--- config.mk ---
export PLATFORM = sky130hd
export DESIGN_NAME = pmu_event_serializer
export DESIGN_NICKNAME = d
export VERILOG_FILES = /design/src/rtl/pmu_event_serializer.sv
export SDC_FILE = /design/constraint.sdc
export NUM_CORES = 1
export LEC_CHECK = 0
export BUFFER_PORTS_ARGS = -buffer_cell sky130_fd_sc_hd__buf_2
export CELL_PAD_IN_SITES_DETAIL_PLACEMENT = 2
export CELL_PAD_IN_SITES_GLOBAL_PLACEMENT = 2
export CORE_UTILIZATION = 33
export CTS_CLUSTER_SIZE = 30
export DETAILED_ROUTE_END_ITERATION = 6
export HOLD_SLACK_MARGIN = 0.03
export PLACE_DENSITY = 0.76
export SYNTH_ARGS = -nofsm -noshare
export SYNTH_HDL_FRONTEND = slang
export SYNTH_SLANG_ARGS = --single-unit
export TNS_END_PERCENT = 1
--- constraint.sdc ---
create_clock -name S_AXI_ACLK_i -period 2.3 [get_ports S_AXI_ACLK_i]
set_input_delay 0.575 -clock S_AXI_ACLK_i [delete_from_list [all_inputs] [get_ports S_AXI_ACLK_i]]
set_output_delay 0.575 -clock S_AXI_ACLK_i [all_outputs]
set_load 0.005 [all_outputs]
--- src/rtl/pmu_event_serializer.sv ---
// pmu_event_serializer
//
// Feeds the PMU event inputs. Each event lane accepts a multi-bit increment
// per cycle. The PMU counters can only advance by one per cycle per line, so
// this block keeps the surplus in a per-lane saturating backlog. It then
// replays that backlog as one single-cycle pulse per clock on the matching
// PMU event line.
//
// Parameters:
//   N_EVENTS  - number of event lanes (one per PMU counter)
//   IN_W      - width of each lane's per-cycle increment
//   BACKLOG_W - width of each lane's backlog counter (must be >= IN_W)
//
// Ports:
//   S_AXI_ACLK_i    - clock shared with the PMU
//   S_AXI_ARESETN_i - asynchronous active-low reset
//   inc_i           - packed increments, lane k at inc_i[k*IN_W +: IN_W]
//   en_i            - per-lane accept enable (backlog still drains when low)
//   clear_i         - synchronous clear of all backlogs and loss flags
//   events_o        - registered one-pulse-per-cycle event lines, bit k -> EVk
//   pending_o       - registered, lane backlog is non-zero
//   lost_o          - registered sticky per-lane saturation flag
//   lost_any_o      - OR of lost_o

module pmu_event_serializer #(
  parameter int N_EVENTS  = 19,
  parameter int IN_W      = 2,
  parameter int BACKLOG_W = 4
) (
  input  logic                     S_AXI_ACLK_i,
  input  logic                     S_AXI_ARESETN_i,
  input  logic [N_EVENTS*IN_W-1:0] inc_i,
  input  logic [N_EVENTS-1:0]      en_i,
  input  logic                     clear_i,
  output logic [N_EVENTS-1:0]      events_o,
  output logic [N_EVENTS-1:0]      pending_o,
  output logic [N_EVENTS-1:0]      lost_o,
  output logic                     lost_any_o
);

  // One extra bit holds backlog + increment without wrapping.
  localparam int SUM_W = BACKLOG_W + 1;

  // A sum above 2^BACKLOG_W means sum-1 no longer fits in the backlog.
  localparam logic [SUM_W-1:0] SAT_SUM = SUM_W'(2 ** BACKLOG_W);

  logic [N_EVENTS-1:0][BACKLOG_W-1:0] backlog_q, backlog_d;
  logic [N_EVENTS-1:0]                events_q,  events_d;
  logic [N_EVENTS-1:0]                pending_q, pending_d;
  logic [N_EVENTS-1:0]                lost_q,    lost_d;

  // Per-lane accumulate/drain. Each lane emits one pulse whenever it has
  // anything to report and keeps the rest. clear_i overrides everything,
  // including a saturation in the same cycle.
  always_comb begin
    backlog_d = backlog_q;
    events_d  = '0;
    pending_d = '0;
    lost_d    = lost_q;

    for (int k = 0; k < N_EVENTS; k++) begin
      logic [SUM_W-1:0] inc_eff;
      logic [SUM_W-1:0] sum;

      inc_eff = en_i[k] ? SUM_W'(inc_i[k*IN_W +: IN_W]) : '0;
      sum     = SUM_W'(backlog_q[k]) + inc_eff;

      if (sum == '0) begin
        backlog_d[k] = '0;
        events_d[k]  = 1'b0;
      end else begin
        events_d[k] = 1'b1;
        if (sum > SAT_SUM) begin
          backlog_d[k] = '1;
          lost_d[k]    = 1'b1;
        end else begin
          backlog_d[k] = BACKLOG_W'(sum - SUM_W'(1));
        end
      end

      pending_d[k] = (backlog_d[k] != '0);
    end

    if (clear_i) begin
      backlog_d = '0;
      events_d  = '0;
      pending_d = '0;
      lost_d    = '0;
    end
  end

  always_ff @(posedge S_AXI_ACLK_i or negedge S_AXI_ARESETN_i) begin
    if (!S_AXI_ARESETN_i) begin
      backlog_q <= '0;
      events_q  <= '0;
      pending_q <= '0;
      lost_q    <= '0;
    end else begin
      backlog_q <= backlog_d;
      events_q  <= events_d;
      pending_q <= pending_d;
      lost_q    <= lost_d;
    end
  end

  assign events_o   = events_q;
  assign pending_o  = pending_q;
  assign lost_o     = lost_q;
  assign lost_any_o = |lost_q;

endmodule

==> metrics.txt <==
max incr delay on CP 440 ps; row count 60; area growth from synthesis to layout 35.3%; Slew headroom 0.495; first-pass GRT wire length 49.8 mm; share of cells above drive strength 1 0.350; Final WS setup -350 ps; Reg power frac 0.245; Inst Count DP 1,583; Post-Syn Area 9040 um2; vias in the first global route 10,100; failing checks setup timing; P_int 9.43 mW; root buf cell clkbuf_16; unique cell type count in the Yosys netlist 57; Yosys warning total 0; Buf/Inv on CP 2; Post-synth EDFFs 0; RePlAce Congestion 0.818; # IOs 118; WL/cell 19.3 um; setup TNS -583 ps; Die Area 28,100 um2; Die W 168 um; register bit total from synthesis 133; Final Net Count 1,399; critical path arrival 2070 ps; Worst Hold Class in -> async; CP Class reg -> out; Total GRT Usage 0.221; Antenna Violating Nets Remaining 0; Total Power 15.9 mW; fin. max-slew vios 0; Design Area, Final 12,200 um2; final hold violations 0; Leak Pwr 5.88 nW; RSZ-0062 raised after global routing true; Avg Vias per Cell 5.34; Gate power share 0.577; clock tree buffer depth 2; CTS Hold Buffers Added 0; number of setup violations in the final report 7; Worst R2R Path Depth 9; Place WS -539 ps; slowest stage cell, crit path dfrtp_2; post-synth top area share 0.368; peak supply drop 0.407 mV; utilization after layout 0.454; r2r startpoint backlog_q[12]$_DFF_PN0_; largest net degree at the start of global routing 56; DRC 0; crit path cell chain nor4_4 > buf_4 > nand4_1 > or4_1 > buf_2; Psw 6.51 mW; period utilization 1.15; Post-synth top flop dfrtp_1; ys async rst share 1.00; routed via count 8,632; Cell Count, Final, Fillers Out 1,617; crit-path leading delay family simple AND/OR/NAND/NOR gates; Synth area leaders dfrtp_1 37%, ha_1 7.9%, fa_1 4.2%; Worst setup EP type output pin; I/O Buffers 117; TritonCTS buffer count 17; placed inst area 11,400 um2; Clock transition at path regs 70 ps; Mapped Cells 974; Synthesized Nets 1,110; minimum clock period after layout 2650 ps; clk_skew 9.94 ps; Slew @ Worst Pin 758 ps; total grt overflow 0; initial antenna violation count 0; status complete, but fails checks; Synth Area per Inst 9.29 um2; Power Dens Cells 1300 nW/um2; clock share of power 0.178; worst reg2reg endpoint pending_o[3]$_DFF_PN0_; drt first-iter violations 264; Detailed Routing Iterations Pass 1 4; Max Cap Viol 0; H-Tree Depth 4; worst-path fanout max 3; R2R setup slack -60 ps; CP required 1730 ps; core area 27,000 um2; Clock Latency Late Sink 430 ps; WL final 31.2 mm; sequential element share of the synthesized area 0.368; die height 168 um; Ant. Diodes 0; CTS tree built; CTS Sinks 133; switching share of total power 0.409; Starting Density 0.336; crit start category flop; Peak Freq 0.377 GHz; Yosys top cell by area dfrtp_1; worst hold slack 112 ps; DP HPWL 22.2 mm
## worst max path at each step
stage | from | to | slack, ps | depth (start not counted)
final | lost_o[6]$_DFFE_PN0P_ | lost_any_o | -350 | 5
after global routing | lost_o[9]$_DFFE_PN0P_ | lost_any_o | -410 | 5
after CTS | lost_o[1]$_DFFE_PN0P_ | lost_any_o | -360 | 5
after detailed placement | inc_i[4] | pending_o[2]$_DFF_PN0_ | -540 | 11
after global placement | inc_i[14] | pending_o[7]$_DFF_PN0_ | -460 | 11
after floorplan | inc_i[20] | pending_o[10]$_DFF_PN0_ | -300 | 11
## registers in the layout (all words and copies together), names as in the netlist
name	count
backlog_q	76
events_o	19
pending_o	19
lost_o	19
## metal layers
| layer | vias up | track usage | part of all wire | wire (um) |
|---|---|---|---|---|
| met5 | - | 0 | 0 | 0 |
| met4 | 0 | 0.0714 | 0.019 | 592 |
| met3 | 45 | 0.0303 | 0.019 | 597 |
| met2 | 137 | 0.417 | 0.53 | 16600 |
| met1 | 4410 | 0.256 | 0.43 | 13400 |
| li1 | 4040 | - | - | - |
## power by group through the flow
stage | clock network [mW] | registers [mW] | logic, mW
CTS | 2.87 | 3.89 | 8.87
floorplan | 0 | 3.55 | 5.34
global placement | 0 | 3.85 | 8.03
finish | 2.83 | 3.90 | 9.21
detailed placement | 0 | 3.91 | 8.61
global route | 2.96 | 4.02 | 10.1
## synth_stat cells, drive strengths merged (29+ instances only)
cell   number
a21oi      63
a31oi      33
and2       43
dfrtp     133
ha         57
inv        67
maj3       35
nand2      36
nand3      51
nor2       98
nor3       29
o21ai      29
## area by class of cell
type | count | area, um2
flip-flops and latches | 133 | 3330
well taps | 341 | 427
repair buffers | 314 | 2110
inverters | 67 | 251
clock inverters | 13 | 133
fillers | 2912 | 14700
clock buffers | 19 | 453
multi-input cells | 730 | 5530
## cells by family (layout without fill, tap and decap cells)
family,count (synthesis),count (layout),share of synthesized area
flip-flops,133,133,0.368
buffers and inverters,111,413,0.0534
AND/OR/NAND/NOR,329,329,0.185
multiplexers,23,23,0.0266
AO/OA/AOI/OAI,237,237,0.178
adder cells (fa/ha/maj),111,111,0.160
XOR/XNOR,30,30,0.0291
## cell usage in the layout (no fill, tap or decap), types with 29 or more instances in the layout
master and n:
nand2_1 36, a31oi_1 32, dfrtp_1 131, and2_1 39, nor2_1 90, buf_4 195
a21oi_1 59, ha_1 40, buf_2 115, inv_1 59, maj3_1 33, o21ai_0 29
nand3_1 51
## repair_timing
| action | 4_1_cts | 5_1_grt |
|---|---|---|
| gates resized for setup | 20 | 43 |
| cloned | 0 | 0 |
| pin swaps | 3 | 9 |
| setup endpoints to repair | 21 | 63 |
| buffers inserted | 0 | 2 |
Power figures use the tool's default switching activity.
